--- src/rtl/network_interface.sv ---
// Node network interface: buffers core packets toward router port 0 and ejects router packets to the core.
// Optional NI_THROTTLE_EN enforces at least INJECT_GAP cycles between successive injections.
package network_interface_pkg;
  typedef struct packed {
    logic [3:0]  x_dest;
    logic [3:0]  y_dest;
    logic [23:0] payload;
  } packet_t;
endpackage

module network_interface
  import network_interface_pkg::*;
#(
  parameter int X_LOC        = 0,
  parameter int Y_LOC        = 0,
  parameter int INJECT_DEPTH = 4,
  parameter int EJECT_DEPTH  = 4,
  parameter int CNT_W        = 16,
  parameter int INJECT_GAP   = 4
) (
  input  logic             clk,
  input  logic             reset_n,
  input  packet_t          i_core_data,
  input  logic             i_core_data_val,
  output logic             o_core_ready,
  output packet_t          o_data,
  output logic             o_data_val,
  input  logic             i_en,
  input  packet_t          i_data,
  input  logic             i_data_val,
  output logic             o_en,
  output packet_t          o_core_data,
  output logic             o_core_data_val,
  input  logic             i_core_ready,
  output logic [CNT_W-1:0] o_inject_count,
  output logic [CNT_W-1:0] o_eject_count,
  output logic [CNT_W-1:0] o_misroute_count,
  output logic             o_misroute_err
);
  localparam int IPW = (INJECT_DEPTH > 1) ? $clog2(INJECT_DEPTH) : 1;
  localparam int IOW = $clog2(INJECT_DEPTH + 1);
  localparam int EPW = (EJECT_DEPTH > 1) ? $clog2(EJECT_DEPTH) : 1;
  localparam int EOW = $clog2(EJECT_DEPTH + 1);
  localparam int GW  = (INJECT_GAP > 1) ? $clog2(INJECT_GAP) : 1;
  localparam logic [3:0] X_ID = X_LOC[3:0];
  localparam logic [3:0] Y_ID = Y_LOC[3:0];

  if (INJECT_DEPTH < 2 || EJECT_DEPTH < 2) begin : g_bad_depth
    $error("network_interface: FIFO depths must be at least 2");
  end
  if (INJECT_GAP < 1) begin : g_bad_gap
    $error("network_interface: INJECT_GAP must be at least 1");
  end

  function automatic logic [CNT_W-1:0] sat_inc(input logic [CNT_W-1:0] v);
    return (&v) ? v : v + CNT_W'(1);
  endfunction

  // ---------------- injection FIFO ----------------
  packet_t          inj_mem_reg [INJECT_DEPTH];
  logic [IPW-1:0]   inj_wr_ptr_reg, inj_rd_ptr_reg;
  logic [IOW-1:0]   inj_occ_reg, inj_occ_next;
  logic [INJECT_DEPTH-1:0] inj_we;
  logic             inj_push, inj_pop, permit;

  assign o_core_ready = (inj_occ_reg < IOW'(INJECT_DEPTH));
  assign inj_push     = i_core_data_val && o_core_ready;
  assign o_data_val   = (inj_occ_reg != '0) && i_en && permit;
  assign inj_pop      = o_data_val;
  assign o_data       = inj_mem_reg[inj_rd_ptr_reg];

  for (genvar gi = 0; gi < INJECT_DEPTH; gi++) begin : g_inj_we
    assign inj_we[gi] = inj_push && (inj_wr_ptr_reg == IPW'(gi));
  end

  always_comb begin
    inj_occ_next = inj_occ_reg;
    if (inj_push && !inj_pop)      inj_occ_next = inj_occ_reg + IOW'(1);
    else if (!inj_push && inj_pop) inj_occ_next = inj_occ_reg - IOW'(1);
  end

  always_ff @(posedge clk or negedge reset_n) begin
    if (!reset_n) begin
      for (int i = 0; i < INJECT_DEPTH; i++) inj_mem_reg[i] <= '0;
      inj_wr_ptr_reg <= '0;
      inj_rd_ptr_reg <= '0;
      inj_occ_reg    <= '0;
      o_inject_count <= '0;
    end else begin
      for (int i = 0; i < INJECT_DEPTH; i++)
        if (inj_we[i]) inj_mem_reg[i] <= i_core_data;
      if (inj_push)
        inj_wr_ptr_reg <= (inj_wr_ptr_reg == IPW'(INJECT_DEPTH - 1)) ? '0 : inj_wr_ptr_reg + IPW'(1);
      if (inj_pop) begin
        inj_rd_ptr_reg <= (inj_rd_ptr_reg == IPW'(INJECT_DEPTH - 1)) ? '0 : inj_rd_ptr_reg + IPW'(1);
        o_inject_count <= sat_inc(o_inject_count);
      end
      inj_occ_reg <= inj_occ_next;
    end
  end

`ifdef NI_THROTTLE_EN
  // Gap counter reloads on every injection and blocks the next one until it drains to 0.
  logic [GW-1:0] gap_reg;
  always_ff @(posedge clk or negedge reset_n) begin
    if (!reset_n)            gap_reg <= '0;
    else if (inj_pop)        gap_reg <= GW'(INJECT_GAP - 1);
    else if (gap_reg != '0)  gap_reg <= gap_reg - GW'(1);
  end
  assign permit = (gap_reg == '0);
`else
  assign permit = 1'b1;
`endif

  // ---------------- ejection FIFO ----------------
  packet_t          ej_mem_reg [EJECT_DEPTH];
  logic [EPW-1:0]   ej_wr_ptr_reg, ej_rd_ptr_reg;
  logic [EOW-1:0]   ej_occ_reg, ej_occ_next;
  logic [EJECT_DEPTH-1:0] ej_we;
  logic             ej_push, ej_pop, misroute;

  assign o_en            = (ej_occ_reg < EOW'(EJECT_DEPTH));
  // A valid arriving while full violates the router protocol and is dropped.
  assign ej_push         = i_data_val && o_en;
  assign o_core_data_val = (ej_occ_reg != '0);
  assign ej_pop          = o_core_data_val && i_core_ready;
  assign o_core_data     = ej_mem_reg[ej_rd_ptr_reg];
  assign misroute        = ej_push && ((i_data.x_dest != X_ID) || (i_data.y_dest != Y_ID));

  for (genvar gi = 0; gi < EJECT_DEPTH; gi++) begin : g_ej_we
    assign ej_we[gi] = ej_push && (ej_wr_ptr_reg == EPW'(gi));
  end

  always_comb begin
    ej_occ_next = ej_occ_reg;
    if (ej_push && !ej_pop)      ej_occ_next = ej_occ_reg + EOW'(1);
    else if (!ej_push && ej_pop) ej_occ_next = ej_occ_reg - EOW'(1);
  end

  always_ff @(posedge clk or negedge reset_n) begin
    if (!reset_n) begin
      for (int i = 0; i < EJECT_DEPTH; i++) ej_mem_reg[i] <= '0;
      ej_wr_ptr_reg    <= '0;
      ej_rd_ptr_reg    <= '0;
      ej_occ_reg       <= '0;
      o_eject_count    <= '0;
      o_misroute_count <= '0;
      o_misroute_err   <= 1'b0;
    end else begin
      for (int i = 0; i < EJECT_DEPTH; i++)
        if (ej_we[i]) ej_mem_reg[i] <= i_data;
      if (ej_push)
        ej_wr_ptr_reg <= (ej_wr_ptr_reg == EPW'(EJECT_DEPTH - 1)) ? '0 : ej_wr_ptr_reg + EPW'(1);
      if (ej_pop) begin
        ej_rd_ptr_reg <= (ej_rd_ptr_reg == EPW'(EJECT_DEPTH - 1)) ? '0 : ej_rd_ptr_reg + EPW'(1);
        o_eject_count <= sat_inc(o_eject_count);
      end
      if (misroute) begin
        o_misroute_count <= sat_inc(o_misroute_count);
        o_misroute_err   <= 1'b1;
      end
      ej_occ_reg <= ej_occ_next;
    end
  end
endmodule

--- config.mk ---
export PLATFORM = sky130hd
export DESIGN_NAME = network_interface
export DESIGN_NICKNAME = d
export VERILOG_FILES = /design/src/rtl/network_interface.sv
export SDC_FILE = /design/constraint.sdc
export NUM_CORES = 1
export LEC_CHECK = 0
export ABC_CLOCK_PERIOD_IN_PS = 2050
export CORE_AREA = 2 2 164 182
export CTS_CLUSTER_DIAMETER = 120
export CTS_CLUSTER_SIZE = 16
export DETAILED_ROUTE_END_ITERATION = 8
export DIE_AREA = 0 0 166 184
export GPL_TIMING_DRIVEN = 0
export HOLD_SLACK_MARGIN = 0.08
export PLACE_DENSITY = 0.76
export SKIP_CTS_REPAIR_TIMING = 1
export SYNTH_ARGS = -nofsm -noshare
export SYNTH_HDL_FRONTEND = slang
export SYNTH_SLANG_ARGS = --single-unit
--- constraint.sdc ---
create_clock -name clk -period 2.05 [get_ports clk]
set_input_delay 0.41 -clock clk [delete_from_list [all_inputs] [get_ports clk]]
set_output_delay 0.41 -clock clk [all_outputs]
set_load 0.01 [all_outputs]
==> results of run 1 <==
## final cells by class
cell class,instances,share of cell area (%)
Clock buffer,24,3.336
Buffer,43,2.089
Inverter,13,0.2954
Tap cell,368,2.651
Sequential cell,319,46.03
Timing Repair Buffer,211,11.02
Multi-Input combinational cell,536,34.52
Antenna cell,1,0.01441
Clock inverter,1,0.05044
## worst max-delay path, delay by kind of cell, from the launching register on
family / cells / cell delay [ns]
buf+inv: 3 / 0.51
mux: 1 / 0.51
flops: 1 / 0.38
## power by group through the flow
| stage | clock network [uW] | registers, uW | logic, uW |
|---|---|---|---|
| after CTS | 4190 | 10700 | 11800 |
| after detailed placement | 0 | 10800 | 11800 |
| final | 4040 | 10800 | 11400 |
| after global placement | 0 | 10700 | 11500 |
| after floorplan | 0 | 10400 | 7230 |
| after global routing | 4440 | 11100 | 12200 |
## per-stage QoR
stage	setup TNS [ns]	util [%]	std cells
final	-15.59	60.83	1516
after global routing	-20.43	60.83	1516
after CTS	-70.22	60.13	1494
after detailed placement	-72.76	58.07	1469
after global placement	-4271.22	57.86	1467
after floorplan	0	-	913
## cells by family (layout without fill, tap and decap cells)
| kind of cell | after synthesis | count (layout) |
|---|---|---|
| other | 0 | 1 |
| xor gates and xnor gates | 44 | 44 |
| AOI/OAI and AO/OA | 20 | 20 |
| adders and majority gates | 17 | 17 |
| and+or+nand+nor | 128 | 128 |
| muxes | 327 | 327 |
| DFF | 319 | 319 |
| buffers and inverters | 58 | 292 |
## layout by cell type, fill, tap and decap left out, drive strengths merged
cell type      Yosys  layout
a2111oi            2       2
a21boi             1       1
a21o               2       2
a21oi              4       4
a31oi              1       1
and2               4       4
and3               6       6
and4               6       6
buf               36      69
clkbuf             9      88
clkdlybuf4s50      0     117
dfrtp            319     319
diode              0       1
dlygate4sd3        0       1
dlymetal6s2s       0       3
fa                 2       2
ha                15      15
inv               13      14
mux2             262     262
mux2i              1       1
mux4              64      64
nand2             32      32
nand2b             1       1
nand3             15      15
nand3b             1       1
nand4             20      20
nand4b             2       2
nor2              13      13
nor2b              1       1
nor3               9       9
nor3b              1       1
nor4               8       8
nor4b              3       3
o21ai              8       8
o31a               1       1
o31ai              1       1
or2                1       1
or3                5       5
xnor2             29      29
xor2              15      15
## per-layer routing
metal  vias to the layer above  global-route usage [%]
li1                       3819                       -
met3                        28                   3.122
met4                         0                   4.000
met2                       146                   32.37
met5                         -                       0
met1                      4385                   26.76
## final timing paths
check                                                       to  cells after the start
min in group asynchronous       o_inject_count[10]$_DFFE_PN0P_                      2
worst max register to register       ej_occ_reg[2]$_DFFE_PN0P_                      9
worst max-delay path                                o_data[20]                      4
worst min-delay path                o_misroute_err$_DFFE_PN0P_                      1
worst min register to register      o_misroute_err$_DFFE_PN0P_                      1
max in group asynchronous         ej_rd_ptr_reg[1]$_DFFE_PN0P_                      3
==> results_dict.tcl, run 1 <==
set metrics [dict create \
    dieHeight_um 184 \
    synth-warning-count 0 \
    timing.slew.headroom_pct 47.67 \
    grt.overflow.total 0 \
    post_synth_and_or_nand_nor_area_fraction_pct 5.483 \
    endpoint_kind "output pin" \
    ys_ff_latch 319 \
    yosysTopAreaCell "sky130_fd_sc_hd__dfrtp_1" \
    worstPathRequired_ns 1.64 \
    flow.area_growth_from_synthesis_pct 22.35 \
    die_x_um 166 \
    yosys.area_share.adder_pct 1.604 \
    routed-wl-met3_um 1148 \
    grt_antenna_before_repair 1 \
    layout_worst_path_cycle_share_pct 114.1 \
    global_route_wire_length_before_repair_um 47970 \
    layout.cell_area.non_filler_um2 17370 \
    detailroute.wirelength.met2_um 14860 \
    pwr_density_cell_nw_per_um2 1510 \
    seq_area_um2 7993 \
    worstSetupPathType "reg -> out" \
    synthesis.instances 913 \
    drtPass1Iterations 4 \
    cts_tree "yes" \
    critical_path.slowest_cell "sky130_fd_sc_hd__mux4_2" \
    timing_worst_slew_pin_value_ns 0.7850 \
    timing.critical_path.fanout_max 7 \
    post-layout-total-power_uw 26210 \
    drive_gt1_share_pct 43.59 \
    synth_cell_type_count 46 \
    synth_compound_gate_area_share_pct 1.067 \
    highest-signal-layer "met4" \
    vdd.ir_drop.worst_v 0.0007903 \
    postSynthNetCount 1000 \
    post_synth_most_frequent_cells "319 x sky130_fd_sc_hd__dfrtp_1, 251 x sky130_fd_sc_hd__mux2_2, 64 x sky130_fd_sc_hd__mux4_2, 36 x sky130_fd_sc_hd__buf_2, 32 x sky130_fd_sc_hd__nand2_1" \
    core-area_um2 28550 \
    numCtsBuffers 23 \
    total_number_of_vias 8378 \
    clock-root-buffer "sky130_fd_sc_hd__clkbuf_16" \
    postPlaceCellArea_um2 16580 \
    synth_xor_xnor_area_share_pct 2.715 \
    core.rowCount 65 \
    drcViolationCount 0 \
    whs_ns 0.4885 \
    design.die.area_um2 30540 \
    synth.area.mux_share_pct 31.04 \
    power_share_of_the_combinational_group_pct 43.4 \
    average_detailed_routed_wire_length_per_instance_um 19.46 \
    grt_pass1_vias 9024 \
    gp_congestion 0.7956 \
    run_status "complete, but fails checks" \
    synth_top_cells_by_area "sky130_fd_sc_hd__dfrtp_1 56%, sky130_fd_sc_hd__mux2_2 20%, sky130_fd_sc_hd__mux4_2 10%" \
    post-synth-top-count-cell "sky130_fd_sc_hd__dfrtp_1" \
    final_antenna_net_count 0 \
    cts.sinks 319 \
    crit_arrival_ns 1.93 \
    clock_latency_of_the_later_clocked_register_in_the_worst_skew_pair_ns 0.52 \
    dp_hpwl_um 19800 \
    finalSetupViolations 64 \
    pin_count 187 \
    p_leak_uw 0.007490 \
    synthesis.area_um2 14190 \
    synth-seq-area-share_pct 56.24 \
    crit_chain "buf_8 -> clkbuf_16 -> mux4_2 -> clkbuf_2" \
    htree_levels 1 \
    multi_input_comb_area_um2 5995 \
    critical-path-max-stage-delay_ns 0.51 \
    synthesis.area_per_instance_um2 15.55 \
    drt-vias-per-instance 5.526 \
    grt_max_degree 121 \
    period_needed_ns 2.339 \
    pre_cts_ws_ns -0.6205 \
    critPathLaunchType "register" \
    failed_checks "setup timing" \
    worst_setup_path_startpoint "inj_rd_ptr_reg[0]$_DFFE_PN0P_" \
    power.net_switching_uw 8236 \
    clk_pin_slew_worst_paths_ns 0.07 \
    clock.fmax_ghz 0.4275 \
    asr_flop_ratio_synth_pct 100.0 \
    power.share.sequential_pct 41.2 \
    wl_met1_um 13110 \
    grt_setup_unrepaired "true" \
    clock_tree.buffer_depth 3 \
    synth_flop_cell "sky130_fd_sc_hd__dfrtp_1" \
    fill_cells 2180 \
    max_cap_viol_count 0 \
    synth_edf_count 0 \
    timing.rr.start "ej_occ_reg[0]$_DFFE_PN0P_" \
    timing.reg2reg.setup_slack_ns 0.08 \
    final_stage_net_count 1234 \
    starting_density_of_the_core_pct 49.72 \
    power.share.switching_pct 31.42 \
    grt_use_total_pct 19.24 \
    drt_first_iter_violations 529 \
    yosys.area.top_type_share_pct 56.24 \
    synth_top_family_by_area "multiplexers" \
    final_routed_wirelength_um 29500 \
    buffer_ports.inserted 186 \
    cellInternalPower_uw 17980 \
    hold_path_class "reg -> reg" \
    finClkSkew_ns 0.01585 \
    number_of_hold_slack_violations_in_the_final_timing_report 0 \
    clkPwrFrac_pct 15.4 \
    final_max_slew_violation_count 0 \
    hold_path_startpoint "o_misroute_err$_DFFE_PN0P_" \
    layout_setup_ws_ns -0.2890 \
]
Note: power is estimated with default switching activity, not from simulation.
==> inputs of run 2 (changes only) <==
- CORE_AREA: 2 2 164 182 -> 2 2 198 151
- DIE_AREA: 0 0 166 184 -> 0 0 200 153
==> results_dict.tcl, run 2 (same netlist as run 1, synthesis figures left out) <==
set metrics [dict create \
    final_antenna_net_count 0 \
    grt_use_total_pct 19.97 \
    layout_worst_path_cycle_share_pct 114.7 \
    final_stage_net_count 1242 \
    layout.cells.most_common_list "309 x sky130_fd_sc_hd__dfrtp_1, 251 x sky130_fd_sc_hd__mux2_2, 118 x sky130_fd_sc_hd__clkdlybuf4s50_1" \
    crit_top_cell "sky130_fd_sc_hd__buf_4" \
    worstPathRequired_ns 1.64 \
    diodes 0 \
    layout_setup_ws_ns -0.3017 \
    clock.fmax_ghz 0.4252 \
    drcViolationCount 0 \
    starting_density_of_the_core_pct 49.43 \
    flow.area_growth_from_synthesis_pct 23.80 \
    dieHeight_um 153 \
    critical_path.slowest_cell "sky130_fd_sc_hd__dfrtp_2" \
    cts_tree "yes" \
    buffer_ports.inserted 186 \
    pin_count 187 \
    highest-signal-layer "met5" \
    pre_cts_ws_ns -0.6115 \
    vdd.ir_drop.worst_v 0.0007405 \
    grt_setup_unrepaired "true" \
    average_detailed_routed_wire_length_per_instance_um 19.65 \
    finClkSkew_ns 0.009579 \
    clock-root-buffer "sky130_fd_sc_hd__clkbuf_16" \
    drt-vias-per-instance 5.455 \
    dp_hpwl_um 20390 \
    period_needed_ns 2.352 \
    crit_chain "buf_4 -> clkbuf_16 -> buf_4 -> mux4_2 -> clkbuf_2" \
    clock_tree.buffer_depth 3 \
    grt_pass1_vias 8851 \
    number_of_hold_slack_violations_in_the_final_timing_report 0 \
    timing.slew.headroom_pct 51.32 \
    critical_path.n_buffers_inverters 4 \
    clock_latency_of_the_later_clocked_register_in_the_worst_skew_pair_ns 0.52 \
    p_leak_uw 0.007562 \
    multi_input_comb_area_um2 5979 \
    die_x_um 200 \
    drive_gt1_share_pct 44.11 \
    seq_area_um2 7995 \
    run_status "complete, but fails checks" \
    finalCoreUtilization_pct 61.19 \
    endpoint_kind "output pin" \
    fin_setup_tns_ns -16.62 \
    crit_arrival_ns 1.94 \
    max_cap_viol_count 0 \
    fill_cells 2187 \
    detailroute.wirelength.met2_um 13860 \
    failed_checks "setup timing" \
    grt_antenna_before_repair 1 \
    core-area_um2 28720 \
    design.die.area_um2 30600 \
    gp_congestion 0.7829 \
    final_routed_wirelength_um 30380 \
    grt.overflow.total 0 \
    worstSetupPathType "reg -> out" \
    final_max_slew_violation_count 0 \
    htree_levels 1 \
    timing.reg2reg.setup_slack_ns 0.06 \
    critPathLaunchType "register" \
    hold_path_class "reg -> reg" \
    cts.sinks 319 \
    wl_met1_um 14800 \
    drtPass1Iterations 5 \
    timing_worst_slew_pin_value_ns 0.7303 \
    critical-path-max-stage-delay_ns 0.44 \
    core.rowCount 54 \
    grt_max_degree 120 \
    numCtsBuffers 23 \
    leading_cell_type_in_the_layout_fill_and_taps_excluded "sky130_fd_sc_hd__dfrtp_1" \
    critPathTopFamily "buffers and inverters" \
    total_number_of_vias 8433 \
    timing.critical_path.fanout_max 4 \
    clk_pin_slew_worst_paths_ns 0.07 \
    finalSetupViolations 64 \
    routed-wl-met3_um 1192 \
    pwr_density_cell_nw_per_um2 1528 \
    global_route_wire_length_before_repair_um 48530 \
    drt_first_iter_violations 424 \
]
[run 2: changes by cell type in the layout (fill, tap and decap cells not counted), moves of 2 or more]
cell | before | now
sky130_fd_sc_hd__buf_6 | 10 | 24
sky130_fd_sc_hd__clkbuf_2 | 53 | 44
sky130_fd_sc_hd__clkbuf_16 | 27 | 31
sky130_fd_sc_hd__buf_8 | 4 | 1
sky130_fd_sc_hd__inv_2 | 1 | 4
sky130_fd_sc_hd__buf_12 | 7 | 9
sky130_fd_sc_hd__dfrtp_1 | 311 | 309
sky130_fd_sc_hd__dfrtp_2 | 8 | 10
sky130_fd_sc_hd__inv_1 | 11 | 9
[run 2: worst reg2reg max path, cell delays in order, from the launching register on]
cell and delay, ns:
sky130_fd_sc_hd__dfrtp_2 0.44, sky130_fd_sc_hd__o31a_1 0.36, sky130_fd_sc_hd__inv_2 0.08, sky130_fd_sc_hd__buf_6 0.11, sky130_fd_sc_hd__ha_4 0.14, sky130_fd_sc_hd__inv_2 0.04
sky130_fd_sc_hd__fa_2 0.32, sky130_fd_sc_hd__xor2_1 0.17, sky130_fd_sc_hd__nor2_1 0.14, sky130_fd_sc_hd__xnor2_1 0.12
[run 2: per-stage QoR]
step	hold slack (ns)	instances	cell area [um^2]	power, uW
6_report	0.4803	1546	17570	26850
5_1_grt	0.4837	1546	17570	28490
4_1_cts	-0.07313	1517	17190	26720
3_5_place_dp	0.4614	1493	16610	22590
3_3_place_gp	0.4620	1491	16550	22200
2_1_floorplan	0.1144	913	14190	17610
[run 2: worst paths after layout]
check / startpoint / to / depth (start not counted)
min reg2reg: o_misroute_err$_DFFE_PN0P_ / o_misroute_err$_DFFE_PN0P_ / 1
min: o_misroute_err$_DFFE_PN0P_ / o_misroute_err$_DFFE_PN0P_ / 1
max in group asynchronous: reset_n / ej_mem_reg[106]$_DFFE_PN0P_ / 3
min in group asynchronous: reset_n / o_inject_count[11]$_DFFE_PN0P_ / 2
max reg2reg: ej_occ_reg[0]$_DFFE_PN0P_ / ej_occ_reg[2]$_DFFE_PN0P_ / 9
max: inj_rd_ptr_reg[0]$_DFFE_PN0P_ / o_data[0] / 5
[run 2: where the power goes]
part | total [uW] | switching, uW | internal [uW]
logic | 12000 | 4700 | 7250
registers | 10800 | 1660 | 9170
clock network | 4060 | 2070 | 1990
[run 2: final cells by class]
type / count / area share [%]
buffer: 43 / 2.058
clock buffer: 24 / 3.297
inverter: 13 / 0.2777
multi-input combinational: 536 / 34.03
sequential: 319 / 45.50
tap: 392 / 2.791
timing repair buffer: 219 / 12.05
[run 2: metal layers]
layer  GRT usage (%)  vias up
met4           3.598        2
met1           30.38     4417
met2           30.90      153
met3           3.067       36
met5               0        -
li1                -     3825
